### config.mk
export PLATFORM = sky130hd
export DESIGN_NAME = pulse_meter
export DESIGN_NICKNAME = d
export VERILOG_FILES = /design/src/rtl/pulse_meter_pkg.sv /design/src/rtl/sync2.sv /design/src/rtl/pulse_meter.sv
export SDC_FILE = /design/constraint.sdc
export NUM_CORES = 1
export LEC_CHECK = 0
export CAP_MARGIN = 20
export CORE_MARGIN = 5
export CORE_UTILIZATION = 63
export CTS_BUF_LIST = sky130_fd_sc_hd__clkbuf_4 sky130_fd_sc_hd__clkbuf_8
export DETAILED_ROUTE_END_ITERATION = 10
export DONT_BUFFER_PORTS = 1
export GPL_TIMING_DRIVEN = 0
export PLACE_DENSITY_LB_ADDON = 0.25
export SLEW_MARGIN = 20
export SYNTH_ARGS = -nofsm -noshare
export SYNTH_HDL_FRONTEND = slang
export SYNTH_SLANG_ARGS = --single-unit
### constraint.sdc
create_clock -name clk -period 2 [get_ports clk]
set_input_delay 0.3 -clock clk [delete_from_list [all_inputs] [get_ports clk]]
set_output_delay 0.3 -clock clk [all_outputs]
set_load 0.03 [all_outputs]
### src/rtl/pulse_meter_pkg.sv
// Shared definitions for the pulse measurement blocks (pulse_meter, univib).
package pulse_meter_pkg;

  // Measurement FSM states.
  typedef enum logic [1:0] {
    IDLE     = 2'd0,
    MEASURE  = 2'd1,
    OVERLONG = 2'd2
  } meter_state_e;

  // Number of flops in the input synchronizer; s is valid this many cycles after reset.
  localparam int unsigned SyncStages = 2;

  // Width of a counter able to hold 0..max_ticks inclusive.
  function automatic int unsigned len_width(input int unsigned max_ticks);
    return $clog2(max_ticks + 1);
  endfunction

endpackage

### src/rtl/sync2.sv
// Two-flop synchronizer for a single asynchronous level, cleared to 0 by reset.
module sync2 (
  input  logic clk,
  input  logic reset,
  input  logic d,
  output logic q
);

  logic meta_q;
  logic sync_q;

  // Shift the raw input through two flops to settle metastability.
  always_ff @(posedge clk) begin
    if (reset) begin
      meta_q <= 1'b0;
      sync_q <= 1'b0;
    end else begin
      meta_q <= d;
      sync_q <= meta_q;
    end
  end

  assign q = sync_q;

endmodule

### src/rtl/pulse_meter.sv
// Measures the length of high pulses on an asynchronous input and reports
// accepted / too-short / too-long outcomes as one-cycle registered strobes.
module pulse_meter
  import pulse_meter_pkg::*;
#(
  parameter int unsigned MIN_TICKS = 3,
  parameter int unsigned MAX_TICKS = 8
) (
  input  logic                                clk,
  input  logic                                reset,
  input  logic                                pin,
  output logic                                ok,
  output logic                                err_short,
  output logic                                err_long,
  output logic [len_width(MAX_TICKS)-1:0]     len,
  output logic                                busy
);

  localparam int unsigned LenW = len_width(MAX_TICKS);
  localparam logic [LenW-1:0] MaxCnt = LenW'(MAX_TICKS);
  localparam logic [LenW-1:0] MinCnt = LenW'(MIN_TICKS);
  localparam logic [LenW-1:0] OneCnt = LenW'(1);

  logic s;
  logic s_d_q;

  meter_state_e state_q, state_d;
  logic [LenW-1:0] cnt_q, cnt_d;
  logic [LenW-1:0] len_q, len_d;
  logic armed_q, armed_d;
  logic ok_q, ok_d;
  logic short_q, short_d;
  logic long_q, long_d;
  // Shift register of ones after reset: s only reflects pin once it has filled,
  // so the reset-cleared synchronizer cannot fake a low level and arm the block.
  logic [SyncStages-1:0] settle_q;

  sync2 u_sync2 (
    .clk   (clk),
    .reset (reset),
    .d     (pin),
    .q     (s)
  );

  // Third flop for rising-edge detection and the post-reset settle tracker.
  always_ff @(posedge clk) begin
    if (reset) begin
      s_d_q    <= 1'b0;
      settle_q <= '0;
    end else begin
      s_d_q    <= s;
      settle_q <= {settle_q[SyncStages-2:0], 1'b1};
    end
  end

  // Next-state, counter, length and strobe decisions.
  always_comb begin
    state_d = state_q;
    cnt_d   = cnt_q;
    len_d   = len_q;
    armed_d = armed_q;
    ok_d    = 1'b0;
    short_d = 1'b0;
    long_d  = 1'b0;

    unique case (state_q)
      IDLE: begin
        if (!s) begin
          // Only trust a low once the synchronizer holds real pin samples.
          if (settle_q[SyncStages-1]) begin
            armed_d = 1'b1;
          end
        end else if (!s_d_q && armed_q) begin
          state_d = MEASURE;
          cnt_d   = OneCnt;
          armed_d = 1'b0;
        end
      end

      MEASURE: begin
        if (s) begin
          if (cnt_q < MaxCnt) begin
            cnt_d = cnt_q + OneCnt;
          end else begin
            long_d  = 1'b1;
            len_d   = MaxCnt;
            state_d = OVERLONG;
          end
        end else begin
          len_d = cnt_q;
          if (cnt_q >= MinCnt) begin
            ok_d = 1'b1;
          end else begin
            short_d = 1'b1;
          end
          state_d = IDLE;
          // This low already counts as the arming low, so a rising edge next
          // cycle is measured.
          armed_d = 1'b1;
        end
      end

      OVERLONG: begin
        if (!s) begin
          state_d = IDLE;
          armed_d = 1'b1;
        end
      end

      default: begin
        state_d = IDLE;
        armed_d = 1'b0;
      end
    endcase
  end

  // State, counter and registered outputs.
  always_ff @(posedge clk) begin
    if (reset) begin
      state_q <= IDLE;
      cnt_q   <= '0;
      len_q   <= '0;
      armed_q <= 1'b0;
      ok_q    <= 1'b0;
      short_q <= 1'b0;
      long_q  <= 1'b0;
    end else begin
      state_q <= state_d;
      cnt_q   <= cnt_d;
      len_q   <= len_d;
      armed_q <= armed_d;
      ok_q    <= ok_d;
      short_q <= short_d;
      long_q  <= long_d;
    end
  end

  assign ok        = ok_q;
  assign err_short = short_q;
  assign err_long  = long_q;
  assign len       = len_q;
  assign busy      = (state_q != IDLE);

endmodule

Word-level counts from Yosys, hierarchy flattened
Cells that the tools add are included.
Operators by class
  add/subtract/negate cells: 1
  multipliers: 0
  divide/modulo/power cells: 0
  magnitude comparators: 2
  equal/unequal tests: 12
  shift-type cells: 0
  muxes and demuxes: 22
  bitwise operators: 2
  reductions and logical operators: 12
Operator list (count)
  two-way mux 4 bit: 6
  two-way mux 2 bit: 5
  != test 2 bit, second input constant: 5
  two-way mux 1 bit: 8
  case mux 4 bit (2 select lines): 1
  != test 3 bit, second input constant: 2
  case mux 2 bit (3 select lines): 1
  OR reduction 3 bit: 2
  AND reduction 5 bit: 1
  adder 4 x 1 -> 4 bit, second input constant: 1
  >= comparator 4 x 2 -> 1 bit, second input constant: 1
  less-than comparator 4 bit, second input constant: 1
  != test 2 x 1 -> 1 bit, second input constant: 2
  AND reduction 4 bit: 1
  nonzero test 2 bit: 2
  != test 3 x 2 -> 1 bit, second input constant: 1
  AND reduction 3 bit: 1
  equality test 2 x 1 -> 1 bit, second input constant: 1
  equality test 2 bit, second input constant: 1
  logical NOT 2 bit: 1
  inverter 1 bit: 2
  case mux 1 bit (2 select lines): 1
  AND reduction 2 bit: 1
  OR reduction 2 bit: 1
  other kinds (2): 2
Word-level totals
  bits in registers: 19
  latch bits: 0
  bits in writable memories: 0
  memory bits (read-only): 0
  input bits: 3
  output and inout bits: 8
  word-level logic and storage cells: 63
  memories kept: 0

Depth between registers and ports, before layout
  depth in word-level cells: 5
  gate-level depth with buffers: 6
  gate-level depth less buffers: 6

Cells and area by module
From an unflattened synthesis, not the netlist that was laid out.
Unflattened totals
  cells, all modules: 88
  area total of the unflattened synthesis: 847.1 um2
By module, submodules not included
  pulse_meter: times used 1, cells an instance 84, area an instance 794.5 um2, seq. area each 340.3 um2
  sync2: times used 1, cells an instance 4, area an instance 52.6 um2, seq. area each 40.0 um2

Worst setup path after synthesis
OpenSTA, ideal clock, no wires.
  kind: register -> register
  start: register state_q[0]
  end: register cnt_q[1]
  setup time: 116 ps
  data arrival time: 1420 ps
  required time: 1884 ps
  setup slack: 464 ps
  cell stages (with the launch flop): 7
  buffers on the path: 0
  clock period less this slack: 1536 ps
  cell sequence: dfxtp_1 -> inv_1 -> ha_1 -> and3b_1 -> o211ai_1 -> nor3_1 -> a31o_2
Between the ends
  longest elaborated chain between the ends: 3
  elaborated cells between the ends (all ways): 9
  those cells by class: 5 x eq/ne; 1 x mux; 3 x reduce/logical
RTL lines
  start, declared: line pulse_meter.sv:27  | meter_state_e state_q, state_d;
  start signal, assigned: line pulse_meter.sv:128  | state_q <= state_d;
  equality test 2 x 1 -> 1 bit or logical NOT 2 bit (tied branches): line pulse_meter.sv:66  | unique case (state_q)
  != test 2 x 1 -> 1 bit (no source line), or another cell as far along
  AND reduction 5 bit (no source line)
  end signal, assigned: line pulse_meter.sv:129  | cnt_q <= cnt_d;
  end, declared: line pulse_meter.sv:28  | logic [LenW-1:0] cnt_q, cnt_d;
Several ways; a longest one is shown, not always the timed one.
A chain may end at the register's enable or synchronous reset.

Worst setup path after layout
Ends and elaborated chain as after synthesis.

==> impl_metrics.csv <==
group,metric,value,unit
synth,synthDistinctLibCells,32,
power_and_ir_drop,cellLeakagePower,0.352,nW
worst_setup_path,ff2ff_setup_slack,0.24,ns
final_layout,finish.net_count,111,
final_layout,layout-drive-gt1-share,0.0900,
cts,clock_buffer_count_from_cts,3,
cts,cts_hold_buffers,0,
worst_setup_path,timing.rr.end,"cnt_q[1]$_SDFFE_PP0P_",
worst_setup_path,worstPathMaxFanout,7,
job,maxCapViolations,0,
run_status,outcome,"finished, final reports clean",
placement,gp_routability_congestion,0.758,
cts,cts.root.buffer_cell,"sky130_fd_sc_hd__clkbuf_4",
synth,yosys.cell_count.top_type,"sky130_fd_sc_hd__dfxtp_1",
synth,synth_async_sr_flop_share,0,
placement,placedCellCount,111,
worst_setup_path,setup.worst_path.start_class,"flop",
synth,synthCells,96,
synth,synth_top_cells_by_count,"sky130_fd_sc_hd__dfxtp_1, sky130_fd_sc_hd__nor2_1, sky130_fd_sc_hd__inv_1",
routing,detail_route.drc_violations,0,
power_and_ir_drop,combinationalPowerShare,0.094,
routing,vias,682,
die,io-pin-count,11,
cts,cts_max_path_buffers,2,
timing,hold_viol_final,0,
routing,dr_iter_0_viols,36,
die,die-width,47.2,um
synth,seq_area_frac_synth,0.437,
timing,setup_viol,0,
die,design.die.area,0.00222,sq mm
synth,synth.net_count,106,
timing,finalWorstPathRequiredPeriod,1.76,ns
die,num_rows,13,
power_and_ir_drop,ir_drop,0.000463,V
grt,tot_gr_track_use,0.179,
final_layout,layoutNonFillerInstCount,115,
timing,finalClockSkew,0.00344,ns
cts,clkSlewWorstSetupHoldPaths,0.11,ns
grt,grt_pass1_wl,2.74,mm
worst_setup_path,critPathKind,"flop to flop",
timing,maxClockFrequency,0.569,GHz
hold_path,hold_path_end,"u_sync2.meta_q$_SDFF_PP0_",
timing,fin_crit_sh,0.879,
timing,setup-tns-final,0,ns
hold_path,min_delay_path_depth,1,
timing,slew_headroom,0.711,
placement,dp_slack,0.259,ns
power_and_ir_drop,switching_share,0.253,
grt,overflow,0,
power_and_ir_drop,clock_power_share,0.299,
synth,postSynthRegisterBits,19,
cts,cts-resized-gates,0,
timing,timing.final.max_slew_violations,0,
timing,final_worst_setup_slack,0.242,ns
power_and_ir_drop,seq_power_share,0.606,
final_layout,layout-area-overhead-vs-synth,5.32,%
cts,cts_tree,"yes",
worst_setup_path,cp.required,2.21,ns
synth,yosys_warnings,0,
worst_setup_path,worstSetupEndpointType,"flop",
synth,synth.cell_area,870,sq um
routing,drt_pass1_iterations,4,
grt,antenna_found_initial,0,
grt,first_global_vias,612,
power_and_ir_drop,pwr_per_cell_area,710,mW/mm^2
cts,clock_insertion_delay_worst_skew,0.30,ns
hold_path,hold_class,"primary input to flop",
worst_setup_path,critPathArrivalTime,1.97,ns
synth,synth_top_cells_by_area,"sky130_fd_sc_hd__dfxtp_1, sky130_fd_sc_hd__ha_1, sky130_fd_sc_hd__nor2_1",
routing,wire_per_inst,14.1,um
cts,clock_sink_count,19,
timing,rsz0062_at_grt,"false",
cts,post_cts.repair.setup_buffers,0,
worst_setup_path,crit-reg2reg-launch,"state_q[0]$_SDFFE_PP0P_",
power_and_ir_drop,p_switching,0.165,mW
synth,syn_area_per_cell,9.06,sq um
routing,drt-total-wl,1.62,mm
die,fp.coreArea,0.00130,sq mm
routing,detail_route.vias_per_cell,5.93,
placement,io_buffers,0,
synth,synth_top_flop_cell,"sky130_fd_sc_hd__dfxtp_1",
cts,htreeDepth,1,
power_and_ir_drop,power_report.internal_total,0.485,mW
die,die_h,47.2,um
grt,grt_max_degree,12,
placement,hpwl,1.17,mm
final_layout,antenna-diode-count,0,
final_layout,fillerInstances,124,
routing,drt.antenna.violating_nets,0,
final_layout,sequential_cell_area,380,sq um
synth,yosys.area.top_type_share,0.437,
synth,synth_area_leader_cell,"sky130_fd_sc_hd__dfxtp_1",
hold_path,hold_path.startpoint,"pin",
synth,synth_edf_count,0,
final_layout,multiInputGateArea,439,sq um
worst_setup_path,worst_reg2reg_path_length_in_cells,6,
power_and_ir_drop,post-layout-total-power,0.650,mW
timing,worst_slew_pin_slew,0.433,ns
die,initial_core_util,0.668,
## state kept, by name, indices dropped and copies added, names as in the netlist
register,cells
ok,1
u_sync2.q,1
s_d_q,1
err_long,1
armed_q,1
cnt_q,4
state_q,2
len,4
err_short,1
u_sync2.meta_q,1
settle_q,2
## cells by family (layout without fill, tap and decap cells)
family / Yosys count / in the layout / synth area share
compound gates: 20 / 20 / 0.157
mux: 2 / 2 / 0.0245
simple gates: 36 / 36 / 0.223
fa+ha+maj: 7 / 7 / 0.101
flops: 19 / 19 / 0.437
buf+inv: 12 / 16 / 0.0575
## per-stage QoR
stage	util	hold WS [ns]	cell area, sq um
final	0.704	0.124	916
after global routing	0.704	0.140	916
after CTS	0.704	0.131	916
after detailed placement	0.683	0.425	888
after global placement	0.683	0.422	888
after floorplan	-	0.414	870
## final cells by class
type,instances,area share
clock buffers,3,0.0246
well taps,15,0.0205
plain buffers,4,0.0219
inverters,8,0.0328
clock inverters,1,0.00546
multi-input cells,65,0.480
flip-flops and latches,19,0.415
## cell usage in the layout (no fill, tap or decap)
master                     instances
sky130_fd_sc_hd__and2_4            1
sky130_fd_sc_hd__nand2b_1          2
sky130_fd_sc_hd__buf_4             1
sky130_fd_sc_hd__clkbuf_1          1
sky130_fd_sc_hd__nor2_1           10
sky130_fd_sc_hd__buf_2             1
sky130_fd_sc_hd__nand2_1           7
sky130_fd_sc_hd__dfxtp_1          19
sky130_fd_sc_hd__or3_1             1
sky130_fd_sc_hd__a22oi_1           3
sky130_fd_sc_hd__a221oi_1          1
sky130_fd_sc_hd__and3b_1           1
sky130_fd_sc_hd__ha_1              7
sky130_fd_sc_hd__o31ai_1           4
sky130_fd_sc_hd__a31oi_1           1
sky130_fd_sc_hd__clkinv_2          1
sky130_fd_sc_hd__nor2b_1           4
sky130_fd_sc_hd__nand3_1           1
sky130_fd_sc_hd__a21oi_1           4
sky130_fd_sc_hd__mux2i_1           1
sky130_fd_sc_hd__or4b_1            2
sky130_fd_sc_hd__a31o_2            1
sky130_fd_sc_hd__nor3_1            3
sky130_fd_sc_hd__inv_1             8
sky130_fd_sc_hd__buf_1             1
sky130_fd_sc_hd__o21ai_0           3
sky130_fd_sc_hd__nand4_1           1
sky130_fd_sc_hd__nor4_1            1
sky130_fd_sc_hd__and4_1            1
sky130_fd_sc_hd__clkbuf_4          3
sky130_fd_sc_hd__a32o_1            1
sky130_fd_sc_hd__nand3b_1          1
sky130_fd_sc_hd__mux2_2            1
sky130_fd_sc_hd__o211ai_1          2
## per-layer routing
| layer | track usage | up-vias | routed length (um) |
|---|---|---|---|
| met1 | 0.242 | 315 | 781 |
| met3 | 0.0460 | 2 | 92 |
| met4 | 0.0829 | 0 | 19 |
| met2 | 0.266 | 21 | 727 |
| met5 | 0 | - | 0 |
| li1 | - | 344 | - |
## worst max-delay path by stage
| stage | from | to | cells past startpoint | slack [ns] |
|---|---|---|---|---|
| final | state_q[0]$_SDFFE_PP0P_ | cnt_q[1]$_SDFFE_PP0P_ | 6 | 0.24 |
| after global placement | state_q[0]$_SDFFE_PP0P_ | cnt_q[1]$_SDFFE_PP0P_ | 6 | 0.30 |
| after CTS | state_q[0]$_SDFFE_PP0P_ | cnt_q[1]$_SDFFE_PP0P_ | 6 | 0.24 |
| after detailed placement | state_q[0]$_SDFFE_PP0P_ | cnt_q[1]$_SDFFE_PP0P_ | 6 | 0.26 |
| after global routing | state_q[0]$_SDFFE_PP0P_ | cnt_q[1]$_SDFFE_PP0P_ | 6 | 0.07 |
| after floorplan | state_q[0]$_SDFFE_PP0P_ | cnt_q[1]$_SDFFE_PP0P_ | 6 | 0.46 |
## worst max-delay path: stages, from the launching register on
cell	delay, ns
sky130_fd_sc_hd__dfxtp_1	0.40
sky130_fd_sc_hd__inv_1	0.11
sky130_fd_sc_hd__ha_1	0.29
sky130_fd_sc_hd__and3b_1	0.21
sky130_fd_sc_hd__o211ai_1	0.32
sky130_fd_sc_hd__nor3_1	0.10
sky130_fd_sc_hd__a31o_2	0.23
## power groups by stage
stage / sequential [mW] / combinational [mW] / clock, mW
floorplan: 0.402 / 0.0490 / 0
detailed placement: 0.403 / 0.0606 / 0
CTS: 0.394 / 0.0613 / 0.194
finish: 0.394 / 0.0613 / 0.194
global route: 0.396 / 0.0682 / 0.220
global placement: 0.402 / 0.0595 / 0
No activity file was read; power rests on OpenSTA's default activity.
